<file path="src/rtl/alu_ctrl_pkg.sv">
// Shared definitions for the LEGv8 ALU control decoder: ALU select codes,
// opcode constants, the decoded control bundle and the combinational decode.
`timescale 1ns/1ps

package alu_ctrl_pkg;

    localparam logic [3:0] SEL_AND = 4'b0000;
    localparam logic [3:0] SEL_XOR = 4'b0001;
    localparam logic [3:0] SEL_ADD = 4'b0010;
    localparam logic [3:0] SEL_SUB = 4'b0110;

    localparam logic [10:0] OP_ADD  = 11'b10001011000;
    localparam logic [10:0] OP_SUB  = 11'b11001011000;
    localparam logic [10:0] OP_AND  = 11'b10001010000;
    localparam logic [10:0] OP_EOR  = 11'b11001010000;
    localparam logic [10:0] OP_LDUR = 11'b11111000010;
    localparam logic [10:0] OP_STUR = 11'b11111000000;
    localparam logic [7:0]  OP_CBZ  = 8'b10110100;

    typedef struct packed {
        logic [3:0] sel;
        logic       alu_src;
        logic       mem_rd;
        logic       mem_wr;
        logic       branch;
        logic       reg_wr;
        logic       illegal;
    } ctrl_bundle_t;

    // CBZ is identified by its 8-bit opcode; everything else by the 11-bit
    // field. Unsupported words (ORR included) become an inert illegal bundle.
    function automatic ctrl_bundle_t decode(input logic [31:0] instr);
        ctrl_bundle_t b;
        b = '0;
        if (instr[31:24] == OP_CBZ) begin
            b.sel    = SEL_SUB;
            b.branch = 1'b1;
        end else begin
            case (instr[31:21])
                OP_ADD: begin
                    b.sel    = SEL_ADD;
                    b.reg_wr = 1'b1;
                end
                OP_SUB: begin
                    b.sel    = SEL_SUB;
                    b.reg_wr = 1'b1;
                end
                OP_AND: begin
                    b.sel    = SEL_AND;
                    b.reg_wr = 1'b1;
                end
                OP_EOR: begin
                    b.sel    = SEL_XOR;
                    b.reg_wr = 1'b1;
                end
                OP_LDUR: begin
                    b.sel     = SEL_ADD;
                    b.alu_src = 1'b1;
                    b.mem_rd  = 1'b1;
                    b.reg_wr  = 1'b1;
                end
                OP_STUR: begin
                    b.sel     = SEL_ADD;
                    b.alu_src = 1'b1;
                    b.mem_wr  = 1'b1;
                end
                default: begin
                    b.illegal = 1'b1;
                end
            endcase
        end
        return b;
    endfunction

endpackage

</file>
<file path="src/rtl/alu_ctrl_decoder_skid.sv">
// Registered valid/ready stage for the decoded bundle (module ctrl_skid_buf).
// Default: main + skid register, s_ready comes straight from a flop.
// With ALU_CTRL_BYPASS_EN defined: main register only, s_ready is
// combinational from m_ready.
`timescale 1ns/1ps

module ctrl_skid_buf #(
    parameter int W = 10
) (
    input  logic         clk,
    input  logic         rst_n,
    input  logic         s_valid,
    output logic         s_ready,
    input  logic [W-1:0] s_data,
    output logic         m_valid,
    input  logic         m_ready,
    output logic [W-1:0] m_data
);

    logic         main_valid;
    logic [W-1:0] main_data;
    logic         s_accept;
    logic         main_free;

    assign m_valid   = main_valid;
    assign m_data    = main_data;
    assign s_accept  = s_valid && s_ready;
    assign main_free = !main_valid || m_ready;

`ifdef ALU_CTRL_BYPASS_EN

    assign s_ready = main_free;

    // Single register: load whenever the consumer frees it.
    always_ff @(posedge clk) begin
        if (!rst_n) begin
            main_valid <= 1'b0;
            main_data  <= '0;
        end else if (main_free) begin
            main_valid <= s_accept;
            if (s_accept) begin
                main_data <= s_data;
            end
        end
    end

`else

    logic         skid_valid;
    logic [W-1:0] skid_data;

    // s_ready is the inverse of a flop output, so no path from m_ready.
    assign s_ready = !skid_valid;

    // Main refills from skid first; s-side can only be accepted when skid
    // is empty, so a skid->main move never coincides with an accept.
    always_ff @(posedge clk) begin
        if (!rst_n) begin
            main_valid <= 1'b0;
            main_data  <= '0;
            skid_valid <= 1'b0;
            skid_data  <= '0;
        end else if (main_free) begin
            if (skid_valid) begin
                main_valid <= 1'b1;
                main_data  <= skid_data;
                skid_valid <= 1'b0;
            end else begin
                main_valid <= s_accept;
                if (s_accept) begin
                    main_data <= s_data;
                end
            end
        end else if (s_accept) begin
            skid_valid <= 1'b1;
            skid_data  <= s_data;
        end
    end

`endif

endmodule

</file>
<file path="src/rtl/alu_ctrl_decoder.sv">
// LEGv8 instruction -> ALU select / datapath control decoder with a
// registered valid/ready output stage and a saturating illegal counter.
// Build option: ALU_CTRL_BYPASS_EN removes the skid register (see
// ctrl_skid_buf).
`timescale 1ns/1ps

module alu_ctrl_decoder
    import alu_ctrl_pkg::*;
#(
    parameter int SEL_W   = 4,
    parameter int INSTR_W = 32,
    parameter int CNT_W   = 8
) (
    input  logic               clk,
    input  logic               rst_n,
    input  logic               s_valid,
    output logic               s_ready,
    input  logic [INSTR_W-1:0] s_instr,
    output logic               m_valid,
    input  logic               m_ready,
    output logic [SEL_W-1:0]   m_alu_sel,
    output logic               m_alu_src,
    output logic               m_mem_rd,
    output logic               m_mem_wr,
    output logic               m_branch,
    output logic               m_reg_wr,
    output logic               m_illegal,
    output logic [CNT_W-1:0]   illegal_cnt
);

    localparam int BW = $bits(ctrl_bundle_t);

    ctrl_bundle_t  dec_b;
    ctrl_bundle_t  out_b;
    logic [BW-1:0] out_vec;

    assign dec_b = decode(s_instr);

    ctrl_skid_buf #(.W(BW)) u_buf (
        .clk     (clk),
        .rst_n   (rst_n),
        .s_valid (s_valid),
        .s_ready (s_ready),
        .s_data  (dec_b),
        .m_valid (m_valid),
        .m_ready (m_ready),
        .m_data  (out_vec)
    );

    assign out_b     = ctrl_bundle_t'(out_vec);
    assign m_alu_sel = out_b.sel;
    assign m_alu_src = out_b.alu_src;
    assign m_mem_rd  = out_b.mem_rd;
    assign m_mem_wr  = out_b.mem_wr;
    assign m_branch  = out_b.branch;
    assign m_reg_wr  = out_b.reg_wr;
    assign m_illegal = out_b.illegal;

    // Count accepted illegal words, holding at all-ones rather than wrapping.
    always_ff @(posedge clk) begin
        if (!rst_n) begin
            illegal_cnt <= '0;
        end else if (s_valid && s_ready && dec_b.illegal && (illegal_cnt != '1)) begin
            illegal_cnt <= illegal_cnt + CNT_W'(1);
        end
    end

endmodule

</file>
<file path="config.mk">
export PLATFORM = sky130hd
export DESIGN_NAME = alu_ctrl_decoder
export DESIGN_NICKNAME = d
export VERILOG_FILES = /design/src/rtl/alu_ctrl_pkg.sv /design/src/rtl/alu_ctrl_decoder_skid.sv /design/src/rtl/alu_ctrl_decoder.sv
export SDC_FILE = /design/constraint.sdc
export NUM_CORES = 1
export LEC_CHECK = 0
export ABC_AREA = 1
export CAP_MARGIN = 20
export CORE_UTILIZATION = 45
export DETAILED_ROUTE_END_ITERATION = 8
export DONT_BUFFER_PORTS = 1
export HOLD_SLACK_MARGIN = 0.15
export SYNTH_ARGS = -nofsm -noshare
export SYNTH_HDL_FRONTEND = slang
export SYNTH_HIERARCHICAL = 1
export SYNTH_SLANG_ARGS = --single-unit
</file>
<file path="constraint.sdc">
create_clock -name clk -period 1.5 [get_ports clk]
set_clock_uncertainty 0.2 [all_clocks]
set_input_delay 0.225 -clock clk [delete_from_list [all_inputs] [get_ports clk]]
set_output_delay 0.225 -clock clk [all_outputs]
set_load 0.01 [all_outputs]
</file>
==> run summary <==
Seq/Total Area, Yosys: 0.316
ANT cells: 0
Rows: 23
Root buf cell: clkbuf_8
RSZ-0062 raised after global routing: true
Crit path DAT: 1.54 ns
TritonCTS Buffers: 5
Flop pwr share: 0.404
Post-synthesis register bit count: 30
Remaining global-route overflow: 0
Hpwl dp: 2.65 mm
Syn Std Cell Area: 0.00190 mm2
Antenna violations before repair: 0
Drt wl/cell: 10.4 um
Residual DRC: 0
Fin Hold WS: -0.0128 ns
Clk sinks: 30
Io pins: 56
1st-pass router iterations: 4
Max Clk Rate: 0.644 GHz
DIE AREA: 0.00449 mm2
IO buf count: 0
Die X: 67.0 um
Logic pwr share: 0.124
Leak: 1.11 nW
Pwr/cell area: 925 mW/mm2
Synth Area per Inst: 6.28 um2
Worst stage delay on the critical path: 0.35 ns
Core area: 0.00403 mm2
Vias after detailed routing: 1694
Synthesis-to-finish area growth: 23.0%
Total track usage: 0.194
Hold Path Class: input port to flop
Die H: 67.0 um
Nets: 360
Crit-path cells: ha_4 -> nand4_1 -> nor2_4 -> nor2_2 -> nand4_1 -> nand2_1 -> inv_1 -> nor2_2
Crit start category: flop
Final ANT Viol Nets: 0
Post-synth cell types: 25
CP required: 1.48 ns
Skew-Pair Late Insertion Delay: 0.28 ns
DRT Wirelength: 3.88 mm
Slew Limit Fails: 0
Ys Warns: 6
Crit end category: flop
Via density: 4.53
Switching share of power: 0.233
Vias in the first global route: 1521
Yosys top cell area share: 0.316
Power Internal: 1.66 mW
Hold Violations, Final: 1
Synth area leader: dfxtp_1
Clk buf depth: 2
Reg clk slew, reported paths: 0.07 ns
Crit path kind: flop to flop
CTS tree: done
Top-count cell post-synth: nand2_1
Synth Flop Type: dfxtp_1
Slowest-stage cell, CP: dfxtp_2
Failing checks: hold timing, setup timing
Fin crit share: 1.04
Synth async-reset ratio: 0
Initial DRC Count: 59
Worst VDD drop: 0.000461 V
Post-synth EDFFs: 0
Synth top cells by count: nand2_1, inv_1, nor2_1
Setup WS post-layout: -0.0539 ns
Net count after synthesis: 340
Initial Util: 0.472
Layout cells sized above 1: 0.228
Top post-synthesis cells by area: dfxtp_1, nand2_1, inv_1, nor2_1, nand4_1
Status: finished with violations
Pwr Total: 2.16 mW
Net load switching power: 0.504 mW
Post-route minimum period: 1.55 ns
Max-cap violations: 0
Cell count after synthesis: 303
GP Congestion: 0.772
Clock power share: 0.472
First-pass GRT wire length: 6.50 mm
Largest net degree at the start of global routing: 31
Final setup fails: 6
H-tree levels: 2
CP max FO: 6
==> layout make-up <==
type / count / area (um2)
Multi-Input combinational cell: 204 / 1060
Fill cell: 427 / 1690
Tap cell: 50 / 62.6
Sequential cell: 30 / 608
Clock buffer: 6 / 82.6
Inverter: 60 / 233
Timing Repair Buffer: 22 / 230
Clock inverter: 2 / 60.1
==> repair_timing <==
| action | in CTS | in global routing |
|---|---|---|
| setup buffers | 0 | 0 |
| setup endpoints to repair | 8 | 9 |
| resized for setup | 1 | 8 |
| pin swaps | 4 | 6 |
| hold buffers | 1 | 1 |
| hold endpoints to repair | 30 | 29 |
==> per-stage QoR <==
step                      setup TNS (ns)  area, um2  utilization  setup slack [ns]  instances
after CTS                         -0.177       2290        0.570           -0.0614        373
after detailed placement          -0.280       2140        0.530           -0.0465        364
after global placement            -0.261       2140        0.530           -0.0499        364
after floorplan                        0       1920            -           0.00367        303
after global routing              -0.886       2340        0.580            -0.146        374
final                             -0.192       2340        0.580           -0.0539        374
==> placed cells by master (no fill, tap or decap), types with 4 or more instances in the layout <==
cell and n:
inv_1 54, nand3_1 14, nand3_2 4, dfxtp_1 26, inv_2 4, buf_4 16
nor2_4 5, buf_12 5, nand3_4 4, nand4_1 13, nand2_1 75, nor2_2 11
nand2_2 6, clkbuf_8 6, o21ai_0 11, nor2_1 52
==> power groups by stage <==
| stage | combinational, mW | clock, mW | sequential (mW) |
|---|---|---|---|
| floorplan | 0.190 | 0 | 0.894 |
| global placement | 0.245 | 0 | 0.892 |
| detailed placement | 0.245 | 0 | 0.893 |
| CTS | 0.250 | 1.05 | 0.874 |
| global route | 0.308 | 1.08 | 0.881 |
| finish | 0.268 | 1.02 | 0.874 |
==> registers in the layout (all words and copies together), names as in the netlist <==
name              cells
u_buf/m_data         10
u_buf/skid_data      10
illegal_cnt           8
u_buf/m_valid         1
u_buf/skid_valid      1
==> worst max-delay path: cells and delay by family (launching register included) <==
kind                     cells  cell delay [ns]
AND/OR/NAND/NOR              6             0.71
adder cells (fa/ha/maj)      1             0.13
flip-flops                   1             0.35
buffers and inverters        1             0.07
==> logic make-up (layout without fill, tap and decap cells) <==
kind of cell	Yosys count	in the layout	share of synthesized area
compound gates	11	11	0.0289
fa+ha+maj	1	1	0.00658
buf+inv	69	90	0.146
flops	30	30	0.316
other cells	1	1	0.00197
simple gates	191	191	0.501
==> worst paths after layout <==
path                            cells after the start            endpoint                from  slack (ns)
worst max register to register                      8      illegal_cnt[5]      illegal_cnt[0]       -0.05
worst min-delay path                                4       u_buf/m_valid             s_valid       -0.01
worst min register to register                      2  u_buf/skid_data[9]  u_buf/skid_data[9]        0.28
worst max-delay path                                8      illegal_cnt[5]      illegal_cnt[0]       -0.05
==> metal layers <==
layer | global-route usage | vias up | routed length [um]
li1 | - | 955 | -
met1 | 0.234 | 708 | 1890
met2 | 0.313 | 29 | 1810
met3 | 0.0599 | 2 | 132
met4 | 0.0851 | 0 | 35
met5 | 0 | - | 0
(Power assumes the default switching activity.)
==> patch: new RTL, same settings <==
Put one more register stage on the output `illegal_cnt`, with the module's reset. The value now appears one clock later. The other outputs are not delayed to match.
--- a/src/rtl/alu_ctrl_decoder.sv
+++ b/src/rtl/alu_ctrl_decoder.sv
@@ -31,4 +31,6 @@
     localparam int BW = $bits(ctrl_bundle_t);
 
+    logic [CNT_W-1:0] illegal_cnt_s0;
+
     ctrl_bundle_t  dec_b;
     ctrl_bundle_t  out_b;
@@ -60,7 +62,15 @@
     always_ff @(posedge clk) begin
         if (!rst_n) begin
+            illegal_cnt_s0 <= '0;
+        end else if (s_valid && s_ready && dec_b.illegal && (illegal_cnt_s0 != '1)) begin
+            illegal_cnt_s0 <= illegal_cnt_s0 + CNT_W'(1);
+        end
+    end
+
+    always_ff @(posedge clk) begin
+        if (!rst_n) begin
             illegal_cnt <= '0;
-        end else if (s_valid && s_ready && dec_b.illegal && (illegal_cnt != '1)) begin
-            illegal_cnt <= illegal_cnt + CNT_W'(1);
+        end else begin
+            illegal_cnt <= illegal_cnt_s0;
         end
     end
Formal check against the unedited RTL: not equivalent (Yosys sat finds a counterexample within 4 cycles, from zero or initial values and one cycle with rst_n low).
==> patch against the original RTL <==
  * The flow finishes with violations (design-rule violations)
  * Power is 13% higher
  * Die area is 12% higher
  * Synthesized cell count is 8.9% higher
  * Sequential cell count is 8 higher
  * Sequential power is 26% higher
  * Setup slack better by 0.10 ns
  * Final cell count is 12% higher
  * Final area is 19% higher
  * Routed wire length is 16% higher
  * Area after synthesis is 13% higher
  * Non-clock buffer count is 17 higher
  * Combinational power is 12% higher
  * Critical path type unchanged
  * Critical endpoint is now illegal_cnt_s0[7]
  * Largest cell class unchanged
  * Largest power group is now registers
==> patch: results (changes against the original RTL) <==
[yosys]
synth_sequential_area_ratio_pct=35.5  ; +3.9 points
most_frequent_cells_after_synthesis=sky130_fd_sc_hd__nand2_1 (87), sky130_fd_sc_hd__inv_1 (60), sky130_fd_sc_hd__nor2_1 (60)
synth_cell_types=26  ; +4.0%
synth.area.top_cells=sky130_fd_sc_hd__dfxtp_1 (35%), sky130_fd_sc_hd__nand2_1 (15%), sky130_fd_sc_hd__inv_1 (10%), sky130_fd_sc_hd__nor2_1 (10%), sky130_fd_sc_hd__nand4_1 (3.8%)
netlist_instances=330  ; +8.9%

[grt]
grt_pass1_vias=1806  ; +19%
groute.layer.met1.usage_pct=25.5  ; +2.0 points
wire_length_of_the_first_global_routing_pass_mm=7.77  ; +20%
grt_max_degree=39  ; +26%
globalRouteMet3Util_pct=4.42  ; -1.6 points

[layout]
finalCoreUtilization_pct=62.4  ; +4.4 points
post_route_cells_drive_above_1_share_pct=24.3  ; +1.4 points
nFillCells=407  ; -4.7%

[power]
cellInternalPower_mw=1.85  ; +12%
static_leakage_power_nw=1.38  ; +24%
vdd.ir_drop.worst_v=0.000363  ; -21%

[status]
run_status=finished, violations left
failed_checks=design-rule violations

[critical_path]
worst-path-max-fanout=3  ; -3
critical_path.startpoint=illegal_cnt_s0[1]
r2r_setup_slack_ns=0.05  ; +0.10 ns
critPathArrivalTime_ns=1.49  ; -0.05 ns

[detailed_routing]
met3RoutedLength_um=284  ; +120%
met2_wirelength_mm=1.97  ; +8.9%
route.vias.total=1992  ; +18%
remaining_drc_errors=5  ; +5
detail_route.iter0.violations=160  ; +170%
via_per_inst=4.75  ; +5.0%

[place]
hpwlAfterDp_mm=3.02  ; +14%
detailed_place.area_um2=2380  ; +12%
dpl_worst_slack_ns=-0.0737  ; -0.0272 ns
routabilityCongestion=0.794  ; +2.8%

[cts]
cts_hold_buf=11  ; +10

[sta]
timing.final.crit_share_pct=96.9  ; -6.7 points
hold-worst-slack_ns=0.0209  ; +0.0337 ns

[patch: changes by cell type in the layout (fill, tap and decap cells not counted), sizes merged]
cell / change
dlygate4sd3: +9
clkinv: +1
nand2: +12
nor2: +1
xnor2: +1
nand4: +1
nor3: -2
buf: +8
nand3: -2
dfxtp: +8
inv: +7
clkbuf: -1
[patch: path summary, 6_finish.rpt]
check | to | depth (start not counted)
setup reg to reg | illegal_cnt_s0[7] | 9
hold reg to reg | u_buf/skid_data[2] | 2
setup / recovery | illegal_cnt_s0[7] | 9
hold / removal | illegal_cnt_s0[4] | 3
[patch: repair_timing]
item | 4_1_cts | 5_1_grt
endpoints found under the setup margin | 3 | 12
resized for setup | 3 | 28
setup buffers | 0 | 5
endpoints found under the hold margin | 38 | 30
pin swaps | 0 | 15
[patch: logic make-up (layout without fill, tap and decap cells)]
| kind of cell | after synthesis | in the layout | share of synthesized area (%) |
|---|---|---|---|
| AOI/OAI and AO/OA | 11 | 11 | 2.57 |
| xor gates and xnor gates | 1 | 1 | 0.408 |
| adders and majority gates | 1 | 1 | 0.583 |
| buffers and inverters | 77 | 114 | 14.2 |
| DFF | 38 | 38 | 35.5 |
| other | 1 | 1 | 0.175 |
| and+or+nand+nor | 201 | 201 | 46.6 |
[patch: power by group through the flow]
stage / logic, mW / clock network [mW] / registers [mW]
after floorplan: 0.196 / 0 / 1.12
after global placement: 0.249 / 0 / 1.12
after detailed placement: 0.253 / 0 / 1.12
after CTS: 0.287 / 1.07 / 1.09
after global routing: 0.345 / 1.12 / 1.11
final: 0.300 / 1.05 / 1.10
[patch: cell type report]
cell class,count,area share (%)
multi-input cells,215,41.9
flip-flops and latches,38,27.5
repair buffers,39,14.2
inverters,67,9.18
clock buffers,5,2.46
clock inverters,3,2.46
well taps,52,2.33
